### config.mk
export PLATFORM = sky130hd
export DESIGN_NAME = irq_sched
export DESIGN_NICKNAME = d
export VERILOG_FILES = /design/src/rtl/irq_pkg.sv /design/src/rtl/irq_timer.sv /design/src/rtl/irq_sched.sv
export SDC_FILE = /design/constraint.sdc
export NUM_CORES = 1
export LEC_CHECK = 0
export BUFFER_PORTS_ARGS = -buffer_cell sky130_fd_sc_hd__buf_2
export CAP_MARGIN = 20
export CORE_MARGIN = 2
export CORE_UTILIZATION = 48
export CTS_BUF_LIST = sky130_fd_sc_hd__clkbuf_8 sky130_fd_sc_hd__clkbuf_16
export CTS_CLUSTER_DIAMETER = 200
export DETAILED_ROUTE_END_ITERATION = 8
export PLACE_DENSITY_LB_ADDON = 0.05
export SYNTH_ARGS = -nofsm -noshare
export SYNTH_HDL_FRONTEND = slang
export SYNTH_SLANG_ARGS = --single-unit
### constraint.sdc
create_clock -name clk -period 3 [get_ports clk]
set_clock_uncertainty 0.2 [all_clocks]
set_input_delay 0.15 -clock clk [delete_from_list [all_inputs] [get_ports clk]]
set_output_delay 0.15 -clock clk [all_outputs]
set_load 0.02 [all_outputs]
### src/rtl/irq_pkg.sv
// Shared types and constants for the interrupt scheduler: FSM states,
// fixed source bit positions and q-register offsets.
package irq_pkg;

    typedef enum logic [1:0] {
        IDLE      = 2'd0,
        SAVE_PC   = 2'd1,
        SAVE_PEND = 2'd2,
        ACTIVE    = 2'd3
    } irq_state_t;

    localparam int IRQ_TIMER    = 0;
    localparam int IRQ_EBREAK   = 1;
    localparam int IRQ_BUSERROR = 2;

    localparam logic [5:0] QREG_OFS_PC   = 6'd0;
    localparam logic [5:0] QREG_OFS_PEND = 6'd1;

endpackage

### src/rtl/irq_timer.sv
// 32-bit down-counter: counts to zero and stops there, with a load port and a
// one-cycle expiry flag on the 1 -> 0 step.
module irq_timer (
    input  logic        clk,
    input  logic        reset,
    input  logic        load,
    input  logic [31:0] load_value,
    output logic [31:0] count,
    output logic        expire
);

    always_ff @(posedge clk) begin
        if (reset) begin
            count <= '0;
        end else if (load) begin
            count <= load_value;
        end else if (count != 32'd0) begin
            count <= count - 32'd1;
        end
    end

    // A load in the same cycle as the final decrement cancels the expiry.
    assign expire = !load && (count == 32'd1);

endmodule

### src/rtl/irq_sched.sv
// Interrupt scheduler: pending/mask bookkeeping, timer source, and the entry
// sequence that saves return PC and pending set into q0/q1 before redirecting.
//
// state     | meaning
// ----------+-------------------------------------------------------------
// IDLE      | no handler running; take an IRQ at an instruction boundary
// SAVE_PC   | write return PC (next_pc | compr) into q0
// SAVE_PEND | write serviced set into q1, clear it, latch eoi, redirect
// ACTIVE    | handler running; wait for retirq
module irq_sched
    import irq_pkg::*;
#(
    parameter logic [31:0] MASKED_IRQ   = 32'h0000_0000,
    parameter logic [31:0] LATCHED_IRQ  = 32'hffff_ffff,
    parameter logic [31:0] PROGADDR_IRQ = 32'h0000_0010,
    parameter logic [5:0]  QREG_BASE    = 6'd32,
    parameter int          ENABLE_TIMER = 1
) (
    input  logic        clk,
    input  logic        reset,
    input  logic [31:0] irq,
    input  logic        ebreak_evt,
    input  logic        buserr_evt,
    input  logic        insn_boundary,
    input  logic [31:0] next_pc,
    input  logic        compr,
    input  logic        maskirq_we,
    input  logic [31:0] maskirq_wdata,
    input  logic        timer_we,
    input  logic [31:0] timer_wdata,
    input  logic        retirq,
    output logic [31:0] irq_mask,
    output logic [31:0] timer,
    output logic [31:0] pending,
    output logic        rf_we,
    output logic [5:0]  rf_waddr,
    output logic [31:0] rf_wdata,
    output logic        redirect,
    output logic [31:0] redirect_pc,
    output logic        irq_active,
    output logic [31:0] eoi
);

    irq_state_t  state;
    logic [31:0] saved_pc;
    logic        irq_delay;
    logic        timer_expire;
    logic [31:0] snap;
    logic        deliv;
    logic [31:0] event_bits;
    logic [31:0] clear_bits;
    logic [31:0] pending_next;

    irq_timer u_timer (
        .clk        (clk),
        .reset      (reset),
        .load       (timer_we),
        .load_value (timer_wdata),
        .count      (timer),
        .expire     (timer_expire)
    );

    assign snap  = pending & ~irq_mask;
    assign deliv = |snap;

    // New arrivals are ORed in after the service clear, so an edge landing in
    // the SAVE_PEND cycle survives the clear.
    always_comb begin
        event_bits               = '0;
        event_bits[IRQ_TIMER]    = timer_expire && (ENABLE_TIMER != 0);
        event_bits[IRQ_EBREAK]   = ebreak_evt;
        event_bits[IRQ_BUSERROR] = buserr_evt;
        clear_bits               = (state == SAVE_PEND) ? snap : '0;
        pending_next = ((pending & LATCHED_IRQ & ~clear_bits)
                        | (irq & LATCHED_IRQ)
                        | (irq & ~LATCHED_IRQ)
                        | event_bits) & ~MASKED_IRQ;
    end

    always_ff @(posedge clk) begin
        if (reset) begin
            pending  <= '0;
            irq_mask <= '1;
        end else begin
            pending <= pending_next;
            if (maskirq_we) begin
                irq_mask <= maskirq_wdata;
            end
        end
    end

    always_ff @(posedge clk) begin
        if (reset) begin
            state      <= IDLE;
            saved_pc   <= '0;
            eoi        <= '0;
            irq_active <= 1'b0;
            irq_delay  <= 1'b0;
        end else begin
            case (state)
                IDLE: begin
                    // The boundary right after a return only clears the delay,
                    // letting one instruction retire before re-entry.
                    if (insn_boundary) begin
                        if (irq_delay) begin
                            irq_delay <= 1'b0;
                        end else if (deliv) begin
                            saved_pc <= next_pc | {31'b0, compr};
                            state    <= SAVE_PC;
                        end
                    end
                end
                SAVE_PC: begin
                    state <= SAVE_PEND;
                end
                SAVE_PEND: begin
                    eoi        <= snap;
                    irq_active <= 1'b1;
                    state      <= ACTIVE;
                end
                ACTIVE: begin
                    if (retirq) begin
                        eoi        <= '0;
                        irq_active <= 1'b0;
                        irq_delay  <= 1'b1;
                        state      <= IDLE;
                    end
                end
                default: begin
                    state <= IDLE;
                end
            endcase
        end
    end

    always_comb begin
        rf_we    = 1'b0;
        rf_waddr = '0;
        rf_wdata = '0;
        redirect = 1'b0;
        case (state)
            SAVE_PC: begin
                rf_we    = 1'b1;
                rf_waddr = QREG_BASE + QREG_OFS_PC;
                rf_wdata = saved_pc;
            end
            SAVE_PEND: begin
                rf_we    = 1'b1;
                rf_waddr = QREG_BASE + QREG_OFS_PEND;
                rf_wdata = snap;
                redirect = 1'b1;
            end
            default: begin
            end
        endcase
    end

    assign redirect_pc = PROGADDR_IRQ;

endmodule

==> run_results.csv, run 1 <==
group,metric,value,unit
synthesis,synth_top_area_share,0.430,
timing,finalCritPeriodShare,0.917,
clock_tree,cts_sinks,164,
timing,setup_ws,0.249,ns
final_layout,syn2layout_area_growth,45.7,%
place,dp.cells,1353,
worst_setup_path,cp-start-kind,"register",
synthesis,seq_area_frac_synth,0.430,
clock_tree,insertion_delay,0.42,ns
grt,grtUsageMet3,0.0783,
routing,firstDrtPassIters,5,
worst_setup_path,critPathArrivalTime,2.84,ns
final_layout,nets,1433,
synthesis,synth.area.top_cells,"dfxtp_1, nor2b_1, a22oi_1, mux2i_1, nor2_1",
synthesis,ys_warn_count,0,
routing,vias_per_cell,5.22,
final_layout,drive_gt1_frac,0.275,
floorplanning,die_w,130,microns
synthesis,synth_mux_area_frac,0.0537,
timing,whs,0.0350,ns
routing,route.vias.total,7932,
grt,grt_busiest_layer,"met2",
final_layout,antennaDiodeCount,0,
worst_setup_path,crit_fanout,13,
timing,report.final.slew_viol_count,0,
synthesis,ys_ff_latch,164,
floorplanning,initial_core_util,0.486,
clock_tree,cts_buffers,17,
timing,tns,0,ns
timing,fmax,364,MHz
place,io_buffers,301,
routing,wl_per_cell,17.3,microns
clock_tree,cts_resized,0,
synthesis,synthSimpleGateAreaFrac,0.203,
timing,hold_viol_final,0,
worst_setup_path,cp.required,3.09,ns
timing,rsz0062_at_grt,"no",
grt,met2_usage,0.506,
synthesis,synth_compound_area_frac,0.189,
synthesis,syn_inst,879,
flow_run,maxCapViolCount,0,
pwr,finalPower,6.65,mW
floorplanning,fp-row-count,46,
worst_setup_path,crit_type,"reg2reg",
floorplanning,ios,338,
grt,grt_antenna_before_repair,0,
pwr,powerDensity,597,nW/um^2
synthesis,synth-xor-area-share,0.0264,
final_layout,regArea,3280,sq um
timing,setup_viol,0,
final_layout,num-fill-cells,1278,
routing,routed_wirelength,26300,microns
pwr,peakVddDrop,0.601,mV
synthesis,synth_cell_type_count,49,
grt,globalRouteMet1Util,0.362,
timing,layout_min_cycle_time,2.75,ns
synthesis,avgSynthCellArea,8.69,sq um
final_layout,fin_area,11100,sq um
clock_tree,cts_tree,"done",
grt,track_usage,0.299,
routing,route.detailed.drc,0,
synthesis,synth-adder-area-share,0.00982,
synthesis,syn_area,7640,sq um
synthesis,ys_async_sr_fraction,0,
grt,grt_pass1_wl,39300,microns
synthesis,synth_top_area_cell,"dfxtp_1",
clock_tree,hold_buffers,134,
timing,slew_headroom,0.289,
floorplanning,core_area,15700,sq um
pwr,p_leak,5.05,nW
grt,grt_max_degree,94,
grt,grt_pass1_vias,7512,
floorplanning,die_area,16900,sq um
grt,globalRouteOverflowTotal,0,
synthesis,synth_edf_count,0,
clock_tree,clk_pin_slew,0.07,ns
routing,drtIter0Drc,480,
clock_tree,post_cts_buffers,0,
synthesis,synth_ff_type,"dfxtp_1",
hold_path,hp-class,"in2reg",
floorplanning,die_h,130,microns
run_status,outcome,"completed",
clock_tree,clockRootBuffer,"clkbuf_16",
routing,drtAntennaViolNets,0,
timing,worst_slew_pin_slew,1.07,ns
clock_tree,clock_path_buffers,2,
place,gp_congestion,0.863,
final_layout,finalNonFillerCells,1519,
worst_setup_path,cp-end-kind,"register",
place,place_area,9210,sq um
place,pre_cts_ws,0.313,ns
final_layout,utilization,0.708,
final_layout,multi_input_area,3830,sq um
place,hpwl,17400,microns
clock_tree,h-tree-depth,4,
synthesis,synth_top_family_by_area,"simple AND/OR/NAND/NOR gates",
[layout by cell type, fill, tap and decap left out, types with 2 or more instances in the layout]
cell	count
xor2_1	9
conb_1	36
mux2i_1	41
nand4b_1	2
nor2b_1	101
o31a_1	2
nand2_1	34
a211o_1	34
a221oi_1	2
nor2_1	83
nand2b_1	7
o21ai_1	4
nand3_1	4
clkinv_2	3
ha_1	5
a22oi_1	59
buf_12	2
or3_1	5
o21a_1	4
nor4b_1	2
a21oi_1	51
or4_4	2
clkbuf_8	3
nor4_1	20
dfxtp_1	164
buf_2	300
clkbuf_16	17
nand4_1	4
buf_4	18
or4_1	4
inv_1	44
xnor2_1	14
nor3_1	12
bufinv_16	2
o22a_1	6
dlygate4sd3_1	134
clkinv_4	2
o21ai_0	47
[sequential cells by signal (all words and copies together) (netlist names)]
name / cells
state: 2
irq_mask: 32
irq_delay: 1
u_timer.count: 32
pending: 32
irq_active: 1
eoi: 32
saved_pc: 32
[final timing paths]
kind	start	to	slack, ns	cells after the start
worst max-delay path	u_timer.count[1]$_SDFFE_PP0P_	u_timer.count[27]$_SDFFE_PP0P_	0.25	9
worst min-delay path	reset	u_timer.count[10]$_SDFFE_PP0P_	0.03	2
worst max register to register	u_timer.count[1]$_SDFFE_PP0P_	u_timer.count[27]$_SDFFE_PP0P_	0.25	9
worst min register to register	pending[27]$_SDFF_PP0_	pending[27]$_SDFF_PP0_	0.28	2
[layout make-up]
cell class                      count  area share
Sequential cell                   164       0.295
Timing Repair Buffer              454       0.271
Tap cell                          216      0.0243
Clock buffer                       20      0.0419
Multi-Input combinational cell    613       0.344
Clock inverter                     12      0.0103
Inverter                           40      0.0135
[metal layers]
layer / up-vias / wire [microns] / share of wire
met4: 0 / 841 / 0.032
met1: 3715 / 10900 / 0.41
met2: 359 / 12500 / 0.48
met5: - / 0 / 0
met3: 54 / 2050 / 0.078
li1: 3804 / - / -
[critical path, cell delays in order, from the launching register on]
cell and delay [ns]:
dfxtp_1 0.37, inv_1 0.13, ha_1 0.22, nor4b_1 0.33
buf_4 0.20, and4_1 0.26, nand3_1 0.25, nand2_1 0.42
o31a_1 0.20, o21ai_1 0.05
[cells by family after synthesis]
logic type               after synthesis
AO/OA/AOI/OAI                        219
XOR/XNOR                              23
adder cells (fa/ha/maj)                6
buffers and inverters                136
flip-flops                           164
multiplexers                          41
other                                  2
AND/OR/NAND/NOR                      288
[cell usage after synthesis (4+ instances only)]
| cell | count |
|---|---|
| nand4_1 | 4 |
| o21a_1 | 4 |
| buf_4 | 38 |
| nand2_1 | 34 |
| o21ai_1 | 4 |
| inv_1 | 40 |
| nand2b_1 | 7 |
| dfxtp_1 | 164 |
| clkbuf_1 | 54 |
| nor2b_1 | 102 |
| or3_1 | 5 |
| a22oi_1 | 59 |
| or4_1 | 4 |
| nand3_1 | 4 |
| xnor2_1 | 14 |
| nor3_1 | 12 |
| a211o_1 | 34 |
| a21oi_1 | 52 |
| xor2_1 | 9 |
| nor2_1 | 83 |
| mux2i_1 | 41 |
| nor4_1 | 20 |
| ha_1 | 6 |
| o21ai_0 | 47 |
| o22a_1 | 6 |
[report_power, final]
part	leakage (nW)	internal [mW]	switching, mW
combinational	3.39	0.805	1.15
sequential	1.35	2.38	0.157
clock	0.301	1.28	0.876
total	5.05	4.47	2.18
Power figures use the tool's default switching activity.
==> run 2: changes to the inputs <==
Settings changed: PLACE_DENSITY from default to 0.81, PLACE_DENSITY_LB_ADDON 0.05 to default.
==> run_results.csv, run 2 (synthesized netlist as in run 1, its figures left out) <==
group,metric,value,unit
pwr,powerDensity,615,nW/um^2
pwr,p_switching,2.32,mW
pwr,seqPwrFrac,0.367,
timing,rsz0062_at_grt,"no",
routing,drtIter0Drc,688,
hold_path,hp-class,"in2reg",
grt,grt_pass1_wl,44000,microns
timing,fmax,353,MHz
floorplanning,fp-row-count,46,
final_layout,nets,1446,
timing,setup_viol,0,
clock_tree,cts_buffers,17,
final_layout,num-fill-cells,1068,
grt,track_usage,0.334,
worst_setup_path,crit_type,"reg2reg",
worst_setup_path,crit_fanout,7,
routing,route.vias.total,8535,
routing,route.detailed.drc,0,
pwr,p_leak,5.14,nW
routing,vias_per_cell,5.57,
place,hpwl,17600,microns
worst_setup_path,cp.required,3.17,ns
pwr,peakVddDrop,0.433,mV
timing,finalCritPeriodShare,0.945,
worst_setup_path,cp-start-kind,"register",
clock_tree,cts_sinks,164,
clock_tree,clock_path_buffers,2,
clock_tree,cts_tree,"done",
timing,tns,0,ns
routing,wl_per_cell,19.0,microns
grt,grt_antenna_before_repair,0,
worst_setup_path,cp-end-kind,"register",
final_layout,utilization,0.721,
timing,layout_min_cycle_time,2.83,ns
clock_tree,clockRootBuffer,"clkbuf_16",
timing,report.final.slew_viol_count,0,
floorplanning,ios,338,
place,dp.cells,1359,
clock_tree,clk_pin_slew,0.06,ns
run_status,outcome,"completed",
floorplanning,core_area,15700,sq um
routing,routed_wirelength,29000,microns
clock_tree,h-tree-depth,4,
worst_setup_path,cp-startpoint,"u_timer.count[16]$_SDFFE_PP0P_",
floorplanning,initial_core_util,0.486,
pwr,intPower,4.65,mW
hold_path,min_from,"timer_we",
flow_run,maxCapViolCount,0,
floorplanning,die_w,130,microns
floorplanning,die_h,130,microns
timing,setup_ws,0.165,ns
grt,globalRouteOverflowTotal,0,
timing,hold_viol_final,0,
final_layout,final_cell_mix,"buf_2, dfxtp_1, dlygate4sd3_1, nor2b_1, nor2_1",
place,gp_congestion,0.864,
routing,drtAntennaViolNets,0,
worst_setup_path,critPathArrivalTime,3.00,ns
place,io_buffers,301,
final_layout,drive_gt1_frac,0.281,
grt,grt_max_degree,107,
timing,worst_slew_pin_slew,1.14,ns
pwr,p_clk_frac,0.346,
floorplanning,die_area,16900,sq um
timing,slew_headroom,0.242,
final_layout,finalNonFillerCells,1532,
final_layout,layout_commonest_cell,"buf_2",
routing,firstDrtPassIters,6,
place,pre_cts_ws,0.228,ns
final_layout,syn2layout_area_growth,48.3,%
pwr,combPwrFrac,0.287,
pwr,switching_share,0.333,
final_layout,antennaDiodeCount,0,
worst_setup_path,r2r-start,"u_timer.count[16]$_SDFFE_PP0P_",
clock_tree,insertion_delay,0.43,ns
grt,grt_pass1_vias,8331,
## run 2: what timing repair did
item	in CTS	in global routing
hold endpoints to repair	141	0
buffers inserted	0	0
resized for setup	0	2
endpoints found under the setup margin	0	23
hold buffers	141	0
## run 2: layout make-up
class                      instances  area, sq um  area share
clock buffer                      19          453      0.0400
clock inverter                    13          194      0.0171
timing repair buffer             467         3150       0.278
inverter                          40          150      0.0132
sequential                       164         3280       0.290
multi-input combinational        613         3840       0.339
tap                              216          270      0.0238
## run 2: metrics by stage
step | hold slack, ns | total power, mW | instance area [sq um]
4_1_cts | 0.109 | 6.89 | 11300
3_3_place_gp | 0.147 | 4.34 | 9260
3_5_place_dp | 0.151 | 4.37 | 9260
2_1_floorplan | 0.0586 | 3.84 | 7770
5_1_grt | 0.144 | 7.24 | 11300
6_report | 0.116 | 6.97 | 11300
## run 2: per-layer routing
| layer | GRT usage | vias up | part of all wire |
|---|---|---|---|
| met3 | 0.0865 | 135 | 0.082 |
| met2 | 0.574 | 543 | 0.50 |
| met5 | 0 | - | 0 |
| li1 | - | 3822 | - |
| met1 | 0.377 | 4035 | 0.37 |
| met4 | 0.188 | 0 | 0.052 |
## run 2: critical path, stage by stage (launching register included)
cell and delay (ns):
dfxtp_1 0.38, or4_4 0.59, or4_4 0.49, nor3_2 0.23, nand3_1 0.15, a21oi_1 0.17
dlygate4sd3_1 0.57
## run 2: power groups by stage
stage               clock [mW]  sequential (mW)  combinational, mW
floorplan                    0             2.69               1.15
global placement             0             2.58               1.77
detailed placement           0             2.58               1.79
CTS                       2.41             2.54               1.94
global route              2.53             2.58               2.14
finish                    2.41             2.56               2.00
## run 2: path summary, 6_finish.rpt
path              cells past startpoint                              to  slack [ns]
setup reg to reg                      6           pending[0]$_SDFF_PP0_        0.17
setup / recovery                      6           pending[0]$_SDFF_PP0_        0.17
hold reg to reg                       2          pending[19]$_SDFF_PP0_        0.29
hold / removal                        3  u_timer.count[12]$_SDFFE_PP0P_        0.12
